--- config.mk ---
export PLATFORM = sky130hd
export DESIGN_NAME = freq_meas_sched
export DESIGN_NICKNAME = d
export VERILOG_FILES = /design/src/rtl/freq_meas_sched.sv
export SDC_FILE = /design/constraint.sdc
export NUM_CORES = 1
export LEC_CHECK = 0
export ABC_AREA = 1
export CAP_MARGIN = 0
export CORE_UTILIZATION = 45
export DETAILED_ROUTE_END_ITERATION = 12
export PLACE_DENSITY = 0.7
export SLEW_MARGIN = 10
export SYNTH_ARGS = -nofsm -noshare
export SYNTH_HDL_FRONTEND = slang
export SYNTH_SLANG_ARGS = --single-unit
export TNS_END_PERCENT = 100
--- constraint.sdc ---
create_clock -name clock -period 3.8 [get_ports clock]
set_input_delay 0.95 -clock clock [delete_from_list [all_inputs] [get_ports clock]]
set_output_delay 0.95 -clock clock [all_outputs]
set_load 0.005 [all_outputs]
--- src/rtl/freq_meas_sched.sv ---
// freq_meas_sched: sweeps the masked input channels and measures rising edges and high time
// over a programmable window with one shared counter pair. Macro FREQ_SCHED_CONT_EN: continuous sweep.
module freq_meas_sched #(
    parameter int unsigned CH_NUM = 4,
    parameter int unsigned CNT_W  = 16
) (
    input  logic              clock,
    input  logic              rst_n,
    input  logic [CH_NUM-1:0] in_sig,
    input  logic              start,
    input  logic              abort,
    input  logic [CH_NUM-1:0] chan_mask,
    input  logic [CNT_W-1:0]  win_len,
    input  logic              res_ready,
    output logic              res_valid,
    output logic [2:0]        res_chan,
    output logic [CNT_W-1:0]  res_edges,
    output logic [CNT_W-1:0]  res_high,
    output logic              res_sat,
    output logic              busy
);
    localparam int unsigned CH_W       = 3;
    localparam int unsigned SETTLE_CYC = 3;
    localparam logic [CNT_W-1:0] SETTLE_LAST = CNT_W'(SETTLE_CYC - 1);
    localparam logic [CNT_W-1:0] CNT_MAX     = '1;

    typedef enum logic [1:0] {IDLE, SETTLE, MEASURE, REPORT} state_t;

    state_t            r_state;
    state_t            w_state_nxt;
    logic [CH_W-1:0]   w_chan_nxt;
    logic [CH_NUM-1:0] r_sync1;
    logic [CH_NUM-1:0] r_sync2;
    logic [CH_NUM-1:0] r_mask;
    logic [CNT_W-1:0]  r_win;
    logic [CNT_W-1:0]  r_tmr;
    logic [CNT_W-1:0]  r_edges;
    logic [CNT_W-1:0]  r_high;
    logic              r_prev;
    logic [CH_W-1:0]   r_chan;
    logic [7:0]        w_sync_pad;
    logic              w_sel;
    logic [CNT_W-1:0]  w_win_last;
    logic [CNT_W-1:0]  w_edges_inc;
    logic [CNT_W-1:0]  w_high_inc;
    logic [CH_W-1:0]   w_first_idx;
    logic [CH_W-1:0]   w_next_idx;
    logic              w_next_found;
`ifdef FREQ_SCHED_CONT_EN
    logic [CH_W-1:0]   w_wrap_idx;
`endif

    assign w_sync_pad  = 8'(r_sync2);
    assign w_sel       = w_sync_pad[r_chan];
    assign w_win_last  = (r_win == '0) ? '0 : r_win - CNT_W'(1);
    assign w_edges_inc = (w_sel && !r_prev && (r_edges != CNT_MAX)) ? r_edges + CNT_W'(1) : r_edges;
    assign w_high_inc  = (w_sel && (r_high != CNT_MAX)) ? r_high + CNT_W'(1) : r_high;

    // Lowest set bit of the incoming mask, and lowest latched channel above the current one
    always_comb begin
        w_first_idx  = '0;
        w_next_idx   = '0;
        w_next_found = 1'b0;
        for (int i = int'(CH_NUM) - 1; i >= 0; i--) begin
            if (chan_mask[i]) w_first_idx = CH_W'(i);
            if (r_mask[i] && (CH_W'(i) > r_chan)) begin
                w_next_found = 1'b1;
                w_next_idx   = CH_W'(i);
            end
        end
    end

`ifdef FREQ_SCHED_CONT_EN
    always_comb begin
        w_wrap_idx = '0;
        for (int i = int'(CH_NUM) - 1; i >= 0; i--) begin
            if (r_mask[i]) w_wrap_idx = CH_W'(i);
        end
    end
`endif

    always_ff @(posedge clock or negedge rst_n) begin
        if (!rst_n) r_state <= IDLE;
        else        r_state <= w_state_nxt;
    end

    // Next state and channel selection; abort overrides everything
    always_comb begin
        w_state_nxt = r_state;
        w_chan_nxt  = r_chan;
        case (r_state)
            IDLE: begin
                if (start && (chan_mask != '0)) begin
                    w_state_nxt = SETTLE;
                    w_chan_nxt  = w_first_idx;
                end
            end
            SETTLE:  if (r_tmr == SETTLE_LAST) w_state_nxt = MEASURE;
            MEASURE: if (r_tmr == w_win_last)  w_state_nxt = REPORT;
            REPORT: begin
                if (res_valid && res_ready) begin
                    if (w_next_found) begin
                        w_state_nxt = SETTLE;
                        w_chan_nxt  = w_next_idx;
                    end else begin
`ifdef FREQ_SCHED_CONT_EN
                        w_state_nxt = SETTLE;
                        w_chan_nxt  = w_wrap_idx;
`else
                        w_state_nxt = IDLE;
`endif
                    end
                end
            end
            default: w_state_nxt = IDLE;
        endcase
        if (abort) w_state_nxt = IDLE;
    end

    always_ff @(posedge clock or negedge rst_n) begin
        if (!rst_n) begin
            r_sync1   <= '0;
            r_sync2   <= '0;
            r_mask    <= '0;
            r_win     <= '0;
            r_tmr     <= '0;
            r_edges   <= '0;
            r_high    <= '0;
            r_prev    <= 1'b0;
            r_chan    <= '0;
            res_valid <= 1'b0;
            res_chan  <= '0;
            res_edges <= '0;
            res_high  <= '0;
            res_sat   <= 1'b0;
            busy      <= 1'b0;
        end else begin
            r_sync1 <= in_sig;
            r_sync2 <= r_sync1;
            r_chan  <= w_chan_nxt;
            if (r_state == IDLE && w_state_nxt == SETTLE) begin
                r_mask <= chan_mask;
                r_win  <= win_len;
            end
            if (w_state_nxt != r_state || r_state == IDLE || r_state == REPORT) r_tmr <= '0;
            else                                                                 r_tmr <= r_tmr + CNT_W'(1);
            // History reloads in SETTLE so a channel switch never looks like an edge
            case (r_state)
                SETTLE: begin
                    r_edges <= '0;
                    r_high  <= '0;
                    r_prev  <= w_sel;
                end
                MEASURE: begin
                    r_edges <= w_edges_inc;
                    r_high  <= w_high_inc;
                    r_prev  <= w_sel;
                end
                default: ;
            endcase
            if (abort) begin
                r_edges <= '0;
                r_high  <= '0;
            end
            res_valid <= (w_state_nxt == REPORT);
            busy      <= (w_state_nxt != IDLE);
            if (r_state == MEASURE && w_state_nxt == REPORT) begin
                res_chan  <= r_chan;
                res_edges <= w_edges_inc;
                res_high  <= w_high_inc;
                res_sat   <= (&w_edges_inc) | (&w_high_inc);
            end
        end
    end
endmodule

==> summary.md, run 1 <==
| Metric | Value |
|---|---|
| Post-CTS sizing | 0 |
| Synthesized area | roughly 6900 µm² |
| I/O Buffers | 65 |
| Worst slew pin tran | roughly 800 ps |
| HP Class | reg -> reg |
| Critical path arrival | roughly 3400 ps |
| Clock Latency Late Sink | between 400 and 500 ps |
| GRT overflow | 0 |
| Dpl hpwl | roughly 11000 µm |
| Synthesized Nets | 960 |
| Worst setup EP type | flop |
| I/O pins | 67 |
| Setup Skew | ~9.5 ps |
| Peak VDD IR | 0.000357 V |
| Pre-CTS setup slack | 368 ps |
| H-Tree Depth | 4 |
| Core area | approximately 15000 µm² |
| Post-route insts no fill | ~1200 |
| Final WS setup | 746 ps |
| Die Y-Extent | between 100 and 150 µm |
| Power per cell area | slightly above 500 nW/µm² |
| Fin crit period | a little over 3000 ps |
| Layout area overhead | 21.1% |
| Hold_buf cts | 0 |
| WL per Instance | 13.9 µm |
| Multi-input logic area | approximately 3300 µm² |
| Reg area | ~2900 µm² |
| Leakage | between 4 and 5 nW |
| Crit Path Max Fanout | 32 |
| Antenna diodes | 0 |
| CTS buffer count | 17 |
| DR pass1 iterations | 9 |
| Rel. slew slack | 0.474 |
| Vias per cell | slightly above 5 |
| Mean Syn Cell Area | 7.45 µm² |
| Cells after synthesis | 922 |
| Ys flop type | dfrtp_1 |
| Number of synthesized flops with an enable pin | 0 |
| Cell Rows | 44 |
| Max Cap Viol | 0 |
| Total Die Area | ~16000 µm² |
| Clock buffer depth | 2 |
| Post-Route WL | between 15000 and 20000 µm |
| Residual DRC count | 4 |
| Antenna violation net count after detailed routing | 0 |
| Hold violation total from the final report | 0 |
| RSZ-0062 raised after global routing | no |
| Nets | 1022 |
| Post-CTS Setup Bufs | 0 |
| Layout cell share with drive strength beyond 1 | 0.0752 |
| Post-synthesis sequential area ratio | 0.426 |
| Pin count of the biggest net entering global routing | 63 |
| Synthesis warning total | 0 |
| Die Width | 126 µm |
| First-pass GRT wire length | ~29000 µm |
| Number of synthesized register bits | roughly 120 |
| Initial Utilization | 0.467 |
| Reg clk slew, reported paths | 60 ps |
| GPL Wtd Cong | roughly 0.9 |
| Post-synth ARST share | 1.00 |
| Initial antenna violation count | 0 |
| Routed vias | 5995 |
| Failing checks | design-rule violations |
| Status | finished, violations left |
| Vias in the first global route | ~6000 |
| 1st-iter DRT viols | between 300 and 400 |
| CTS tree | done |
| Setup Crit Path Kind | reg -> reg |
| Setup_tns | 0 ps |
| CTS Sinks | 117 |
| Max Fclk | about 330 MHz |
| Req. time, crit path | slightly above 4000 ps |
| FILL cells | between 1000 and 1500 |
| Clock root cell | clkbuf_16 |
| Startpoint Class | flop |
| Final worst path period share | 0.804 |
| Slew Viols, Final | 0 |
| Inst Count DP | between 1000 and 1500 |
| Final setup fails | 0 |
| Total GRT Usage | 0.226 |
| Synth unique cells | 36 |
[sequential cells by signal, indices dropped and copies added, names as in the netlist]
register and flops:
res_high 16, r_chan 2, r_high 16, r_sync1 4
busy 1, r_mask 3, r_tmr 16, r_prev 1
res_chan 2, res_edges 16, res_sat 1, res_valid 1
r_state 2, r_sync2 4, r_win 16, r_edges 16
[final timing paths]
path                       cells after the start  slack, ps      endpoint       start
hold reg to reg                                0        340    r_sync2[3]  r_sync1[3]
setup reg to reg                              19        750     r_win[10]    r_win[0]
max in group asynchronous                      2       2410  res_edges[7]       rst_n
min in group asynchronous                      1        620     r_mask[2]       rst_n
hold / removal                                 0        340    r_sync2[3]  r_sync1[3]
setup / recovery                              19        750     r_win[10]    r_win[0]
[through the flow]
step,power [mW],util,hold slack [ps],area [µm²]
final,4.31,0.566,342,8320
after detailed placement,2.39,0.518,335,7620
after global routing,4.57,0.566,351,8320
after floorplan,2.16,-,331,6870
after CTS,4.34,0.566,344,8320
after global placement,2.38,0.518,333,7620
[synthesized netlist by cell type, types with 2 or more instances]
cell	count	area [µm²]
o31ai_1	2	15.0
nor4_1	6	37.5
nor2_4	10	113
inv_1	124	465
xnor2_1	2	17.5
xor2_1	37	324
nand3_1	112	561
buf_2	7	35.0
o21bai_1	2	15.0
buf_6	6	67.6
o21ai_0	29	145
nor2_1	68	255
o22ai_1	28	175
a31oi_1	2	12.5
inv_2	4	15.0
buf_4	4	30.0
nor2_2	8	50.1
clkbuf_1	10	37.5
ha_1	9	113
nand4_1	21	131
dfrtp_1	117	2930
nand2_4	3	33.8
nor3_1	18	90.1
nand2_1	265	995
nand2_2	8	50.1
a21oi_1	10	50.1
[layer usage]
layer / routed length, µm / track usage / vias up
met5: 0 / 0 / -
met4: 243 / 0.0789 / 0
met3: 710 / 0.0505 / 16
met2: 7640 / 0.361 / 134
met1: 7820 / 0.301 / 2773
li1: - / - / 3072
[cell usage in the layout (no fill, tap or decap), drive strengths merged, types with 3 or more instances in the layout]
master,instances
nand2,276
inv,131
dfrtp,117
nand3,113
nor2,87
clkdlybuf4s50,64
xor2,37
o21ai,30
o22ai,28
nand4,22
nor3,18
clkbuf,17
a21oi,10
ha,9
bufinv,7
buf,7
nor4,6
clkinv,3
[area by class of cell]
| class | instances | share of cell area |
|---|---|---|
| inverters | 128 | 0.0578 |
| clock inverters | 15 | 0.0329 |
| multi-input cells | 649 | 0.394 |
| flip-flops and latches | 117 | 0.352 |
| well taps | 184 | 0.0277 |
| repair buffers | 71 | 0.0849 |
| clock buffers | 17 | 0.0512 |
[report_power, final]
part	internal (mW)	switching (mW)
Sequential	1.34	0.107
Clock	1.30	0.624
Combinational	0.317	0.624
[critical path, stage by stage, from the launching register on]
cell	delay (ps)
dfrtp_1	380
inv_1	160
ha_1	250
nand2_2	130
nor2_2	170
nand2_4	210
nand3_1	130
nand2_1	60
a21oi_1	120
nand2_1	70
nor2_1	150
nand3_1	100
nand2_1	80
nand2_2	50
nand2_2	110
nand2_4	90
inv_2	290
nand2_4	210
nand2_1	100
nand2_1	60
[cell families after synthesis]
group,count (synthesis),synth area share
buffers and inverters,156,0.0969
AOI/OAI and AO/OA,76,0.0632
adders and majority gates,9,0.0164
and+or+nand+nor,524,0.347
other,1,0.000546
DFF,117,0.426
xor gates and xnor gates,39,0.0497
Note: power is estimated with default switching activity, not from simulation.
==> inputs of run 2 (changes only) <==
--- a/config.mk
+++ b/config.mk
@@ -9,7 +9,7 @@
 export CAP_MARGIN = 0
 export CORE_UTILIZATION = 45
 export DETAILED_ROUTE_END_ITERATION = 12
-export PLACE_DENSITY = 0.7
+export PLACE_DENSITY = 0.73
 export SLEW_MARGIN = 10
 export SYNTH_ARGS = -nofsm -noshare
 export SYNTH_HDL_FRONTEND = slang
==> constraint.sdc (replaced) <==
create_clock -name clock -period 2.8 [get_ports clock]
set_input_delay 0.7 -clock clock [delete_from_list [all_inputs] [get_ports clock]]
set_output_delay 0.7 -clock clock [all_outputs]
set_load 0.005 [all_outputs]
==> summary.md, run 2 (synthesis gave the netlist of run 1 again) <==
| Metric | Value |
|---|---|
| Routed vias | 6261 (was 5995) |
| Hold_buf cts | 0 (unchanged) |
| Total Die Area | 15800 µm² (unchanged) |
| Worst setup EP type | flop (unchanged) |
| Final setup fails | 0 (unchanged) |
| Comb power frac | 0.258 (was 0.218) |
| Status | finished, violations left (unchanged) |
| Commonest non-fill, non-tap cells in the layout | nand2_1, inv_1, dfrtp_1 (unchanged) |
| H-Tree Depth | 4 (unchanged) |
| RSZ-0062 raised after global routing | no (unchanged) |
| Post-CTS sizing | 0 (unchanged) |
| Clock Latency Late Sink | 430 ps (was 420 ps) |
| Leading cell type in the layout, fill and taps excluded | nand2_1 (unchanged) |
| Die Y-Extent | 126 µm (unchanged) |
| Max Fclk | 388 MHz (was 327 MHz) |
| Initial Utilization | 0.467 (unchanged) |
| Pin count of the biggest net entering global routing | 44 (was 63) |
| Antenna diodes | 0 (unchanged) |
| Startpoint Class | flop (unchanged) |
| Antenna violation net count after detailed routing | 0 (unchanged) |
| Total GRT Usage | 0.226 (about the same) |
| CTS tree | done (unchanged) |
| Nets | 1040 (was 1022) |
| Clock buffer depth | 2 (unchanged) |
| Residual DRC count | 4 (unchanged) |
| Max Cap Viol | 0 (unchanged) |
| Power per cell area | 655 nW/µm² (was 518 nW/µm²) |
| CTS Sinks | 117 (unchanged) |
| Final core occ | 0.578 (was 0.566) |
| Critical path arrival | 2940 ps (was 3360 ps) |
| Inst Count DP | 1167 (was 1149) |
| Fin crit period | 2580 ps (was 3050 ps) |
| Final WS setup | 224 ps (was 746 ps) |
| Worst slew pin tran | 559 ps (was 788 ps) |
| Die Width | 126 µm (unchanged) |
| I/O pins | 67 (unchanged) |
| I/O Buffers | 65 (unchanged) |
| Dpl hpwl | 11800 µm (was 11200 µm) |
| Crit Path Max Fanout | 32 (unchanged) |
| 1st-iter DRT viols | 543 (was 327) |
| Setup Crit Path Kind | reg -> reg (unchanged) |
| Post-route insts no fill | 1199 (was 1181) |
| Critical Path Slowest Stage Cell | dfrtp_1 (unchanged) |
| Cell Rows | 44 (unchanged) |
| Longest individual stage delay on the worst path | 420 ps (was 380 ps) |
| Vias in the first global route | 6009 (was 5952) |
| CP delay by family, top | simple AND/OR/NAND/NOR gates (unchanged) |
| Setup Skew | 7.76 ps (was 9.49 ps) |
| GRT overflow | 0 (unchanged) |
| GPL Wtd Cong | 0.905 (was 0.917) |
| CP Buf/Inv Count | 1 (was 2) |
| Post-Route WL | 17000 µm (was 16400 µm) |
| WL per Instance | 14.2 µm (was 13.9 µm) |
| DR pass1 iterations | 10 (was 9) |
| Tot Pwr | 5.56 mW (was 4.31 mW) |
| Design internal power | 3.73 mW (was 2.96 mW) |
| Clock power share | 0.391 (was 0.447) |
| CTS buffer count | 17 (unchanged) |
| Pre-CTS setup slack | -73.1 ps (was 368 ps) |
| Leakage | 4.11 nW (was 4.05 nW) |
| Sw Pwr | 1.83 mW (was 1.36 mW) |
| Clock root cell | clkbuf_16 (unchanged) |
| Hold violation total from the final report | 0 (unchanged) |
| R2R cell count | 18 (was 19) |
| Sequential share of power | 0.351 (was 0.335) |
| Slew Viols, Final | 0 (unchanged) |
| Setup_tns | 0 ps (unchanged) |
| Switching part of the total | 0.330 (was 0.314) |
| CP dominant cell by count | nand2_2 (was nand2_1) |
| Post-CTS Setup Bufs | 0 (unchanged) |
| Final worst path period share | 0.920 (was 0.804) |
| Layout area overhead | 23.7% (was 21.1%) |
| Peak VDD IR | 0.000508 V (was 0.000357 V) |
| CP Depth | 18 (was 19) |
| CP Cell Sequence | nor2_2, nand2_2, nor2_4, nand2_8, nand2_2, nand2_2, a21oi_1, nand2_1, nor2_2, nand3_1, nand2_1, nand2_2, nand2_2, nand2_4, nor2_8, buf_12, nand3_1, nand2_1 (was inv_1, ha_1, nand2_2, nor2_2, nand2_4, nand3_1, nand2_1, a21oi_1, nand2_1, nor2_1, nand3_1, nand2_1, nand2_2, nand2_2, nand2_4, inv_2, nand2_4, nand2_1, nand2_1) |
| First-pass GRT wire length | 28500 µm (about the same) |
| Layout cell share with drive strength beyond 1 | 0.0985 (was 0.0752) |
| HP Class | in -> async (was reg -> reg) |
| Reg clk slew, reported paths | 60 ps (about the same) |
| Vias per cell | 5.22 (was 5.08) |
| Rel. slew slack | 0.627 (was 0.474) |
| Initial antenna violation count | 0 (unchanged) |
| Failing checks | design-rule violations (unchanged) |
| Core area | 14700 µm² (unchanged) |
| Req. time, crit path | 3160 ps (was 4110 ps) |
==> run 2: changes by cell type in the layout (fill, tap and decap cells not counted), sizes merged <==
cell      delta
buf         +18
clkbuf       +7
bufinv       -5
inv          -4
clkinv       +3
clkinvlp     -1
==> run 2: worst paths after layout <==
kind	startpoint	endpoint	slack (ps)
max reg2reg	r_win[4]	res_edges[4]	220
min reg2reg	r_sync1[2]	r_sync2[2]	350
max in group asynchronous	rst_n	res_edges[11]	1900
max	r_win[4]	res_edges[4]	220
min	rst_n	r_mask[1]	270
min in group clock	r_sync1[2]	r_sync2[2]	350
==> run 2: final cells by class <==
class                      instances  area (µm²)
timing repair buffer              89         928
tap                              184         230
multi-input combinational        649        3330
sequential                       117        2930
inverter                         128         484
clock buffer                      24         492
fill                            1307        6210
clock inverter                     8        97.6
==> run 2: routing by layer <==
layer  vias up  share of wire  track usage
li1       3114              -            -
met4         0          0.019       0.0775
met5         -              0            0
met3        37          0.047       0.0539
met2       160           0.47        0.373
met1      2950           0.46        0.291
==> run 2: worst register-to-register path, delay by kind of cell (launching register included) <==
kind                   cells  cell delay, ps
AOI/OAI and AO/OA          1             140
buffers and inverters      1             170
DFF                        1             420
and+or+nand+nor           16            1800
==> run 2: per-stage QoR <==
| step | instance area [µm²] | hold slack (ps) |
|---|---|---|
| detailed placement | 7840 | 335 |
| global placement | 7840 | 331 |
| floorplan | 6870 | 331 |
| CTS | 8430 | 284 |
| finish | 8490 | 273 |
| global route | 8490 | 315 |
==> run 2: power by group through the flow <==
stage                     sequential [mW]  combinational [mW]  clock [mW]
after global routing                 1.97                1.63        2.29
after floorplan                      1.94               0.982           0
after global placement               1.97                1.34           0
after detailed placement             1.97                1.36           0
final                                1.95                1.43        2.18
after CTS                            1.95                1.37        2.21
==> inputs of run 3 (changes only) <==
--- a/config.mk
+++ b/config.mk
@@ -7,9 +7,9 @@
 export LEC_CHECK = 0
 export ABC_AREA = 1
 export CAP_MARGIN = 0
-export CORE_UTILIZATION = 45
+export CORE_UTILIZATION = 47
 export DETAILED_ROUTE_END_ITERATION = 12
-export PLACE_DENSITY = 0.73
+export PLACE_DENSITY = 0.75
 export SLEW_MARGIN = 10
 export SYNTH_ARGS = -nofsm -noshare
 export SYNTH_HDL_FRONTEND = slang
==> summary.md, run 3 (synthesis gave the netlist of run 1 again) <==
| Metric | Value |
|---|---|
| Worst slew pin tran | 593 ps (was 559 ps) |
| Inst Count DP | 1168 (was 1167) |
| Req. time, crit path | 3150 ps (was 3160 ps) |
| Pin count of the biggest net entering global routing | 45 (was 44) |
| GPL Wtd Cong | 0.907 (was 0.905) |
| Commonest non-fill, non-tap cells in the layout | nand2_1, inv_1, dfrtp_1 (unchanged) |
| Final setup fails | 0 (unchanged) |
| H-Tree Depth | 4 (unchanged) |
| Reg clk slew, reported paths | 60 ps (about the same) |
| Power per cell area | 685 nW/µm² (was 655 nW/µm²) |
| Sequential share of power | 0.331 (was 0.351) |
| Design internal power | 4.11 mW (was 3.73 mW) |
| Setup Skew | 9.00 ps (was 7.76 ps) |
| Crit Path Max Fanout | 22 (was 32) |
| Critical path arrival | 2960 ps (was 2940 ps) |
| Total GRT Usage | 0.246 (was 0.226) |
| Residual DRC count | 0 (was 4) |
| I/O pins | 67 (unchanged) |
| Status | finished, final reports clean (was finished, violations left) |
| Die Width | 123 µm (was 126 µm) |
| Hold violation total from the final report | 0 (unchanged) |
| WL per Instance | 14.3 µm (was 14.2 µm) |
| Total Die Area | 15100 µm² (was 15800 µm²) |
| Final instance area | 8640 µm² (was 8490 µm²) |
| Fin crit period | 2610 ps (was 2580 ps) |
| Comb power frac | 0.238 (was 0.258) |
| Vias per cell | 5.14 (was 5.22) |
| Initial antenna violation count | 0 (unchanged) |
| Leakage | 4.21 nW (was 4.11 nW) |
| Die Y-Extent | 123 µm (was 126 µm) |
| Worst setup EP type | flop (unchanged) |
| CTS Sinks | 117 (unchanged) |
| Worst R2R Setup Slack | 190 ps (was 220 ps) |
| Final worst path period share | 0.931 (was 0.920) |
| Switching part of the total | 0.306 (was 0.330) |
| Core area | 14000 µm² (was 14700 µm²) |
| Antenna diodes | 0 (unchanged) |
| Cell Rows | 43 (was 44) |
| Rel. slew slack | 0.605 (was 0.627) |
| 1st-iter DRT viols | 490 (was 543) |
| CTS buffer count | 17 (unchanged) |
| Sw Pwr | 1.81 mW (was 1.83 mW) |
| Nets | 1051 (was 1040) |
| Post-route insts no fill | 1205 (was 1199) |
| Placed cell area | 7850 µm² (was 7840 µm²) |
| Clock Latency Late Sink | 420 ps (was 430 ps) |
| Setup Crit Path Kind | reg -> reg (unchanged) |
| Clock power share | 0.431 (was 0.391) |
| Max Fclk | 384 MHz (was 388 MHz) |
| CTS tree | done (unchanged) |
| Peak VDD IR | 0.000438 V (was 0.000508 V) |
| Hold_buf cts | 0 (unchanged) |
| Vias in the first global route | 6079 (was 6009) |
| Leading cell type in the layout, fill and taps excluded | nand2_1 (unchanged) |
| Max Cap Viol | 0 (unchanged) |
| Crit Reg-Reg Endpoint | res_edges[10] (was res_edges[4]) |
| Slew Viols, Final | 0 (unchanged) |
| Antenna violation net count after detailed routing | 0 (unchanged) |
| Initial Utilization | 0.489 (was 0.467) |
| DR pass1 iterations | 5 (was 10) |
| Post-Route WL | 17200 µm (was 17000 µm) |
| Routed vias | 6188 (was 6261) |
| Dpl hpwl | 11500 µm (was 11800 µm) |
| Startpoint Class | flop (unchanged) |
| RR Startpoint | r_win[0] (was r_win[4]) |
| GRT overflow | 0 (unchanged) |
| Layout area overhead | 25.9% (was 23.7%) |
| First-pass GRT wire length | 28800 µm (was 28500 µm) |
| Layout cell share with drive strength beyond 1 | 0.103 (was 0.0985) |
| HP Class | in -> async (unchanged) |
| Clock buffer depth | 2 (unchanged) |
| R2R cell count | 19 (was 18) |
| I/O Buffers | 65 (unchanged) |
| Tot Pwr | 5.92 mW (was 5.56 mW) |
| Clock root cell | clkbuf_16 (unchanged) |
run 3: worst max path at each step:
stage / from / end / cells after the start / slack, ps
finish: r_win[0] / res_edges[10] / 19 / 190
global route: r_win[0] / res_edges[10] / 19 / -2
CTS: r_win[0] / r_win[5] / 19 / 60
detailed placement: chan_mask[2] / r_tmr[3] / 17 / -170
global placement: chan_mask[2] / r_tmr[1] / 17 / -140
floorplan: r_win[0] / r_win[12] / 21 / 410
run 3: metrics by stage:
stage	setup TNS, ps	hold WS [ps]	util	setup slack, ps
final	0	282	0.616	193
after detailed placement	-6290	335	0.559	-171
after global routing	-2.37	316	0.616	-2.37
after CTS	0	309	0.608	56.6
after global placement	-5550	332	0.559	-136
after floorplan	0	331	-	414
run 3: final cells by class:
type | count | area, µm²
fillers | 1178 | 5400
multi-input cells | 650 | 3340
flip-flops and latches | 117 | 2930
repair buffers | 99 | 978
clock buffers | 23 | 498
inverters | 128 | 483
well taps | 180 | 225
clock inverters | 8 | 193
run 3: power by group through the flow:
stage	Combinational, mW	Clock (mW)	Sequential [mW]
final	1.41	2.55	1.96
after CTS	1.35	2.58	1.96
after global routing	1.61	2.66	1.98
after global placement	1.31	0	1.98
after floorplan	0.982	0	1.94
after detailed placement	1.33	0	1.98
run 3: layer usage:
layer,vias up,GRT usage,part of all wire
li1,3138,-,-
met1,2868,0.332,0.48
met2,161,0.392,0.47
met3,21,0.0562,0.041
met4,0,0.0793,0.018
met5,-,0,0
run 3: critical path: stages, from the launching register on:
cell and delay [ps]:
dfrtp_1 370, inv_1 110, ha_4 170, nand2_4 90, nor2_4 200, nand2_8 130
nand2_2 80, nand2_2 40, a21oi_1 150, nand2_1 70, nor2_1 140, nand3_1 120
nand2_1 100, nand2_2 60, nand2_2 120, nand2_4 100, nor2_8 130, buf_12 160
nand3_1 90, nand2_1 90
run 3: what timing repair did:
item / in CTS / in global routing
endpoints found under the setup margin: 0 / 70
gates resized for setup: 0 / 11
setup buffers: 0 / 5
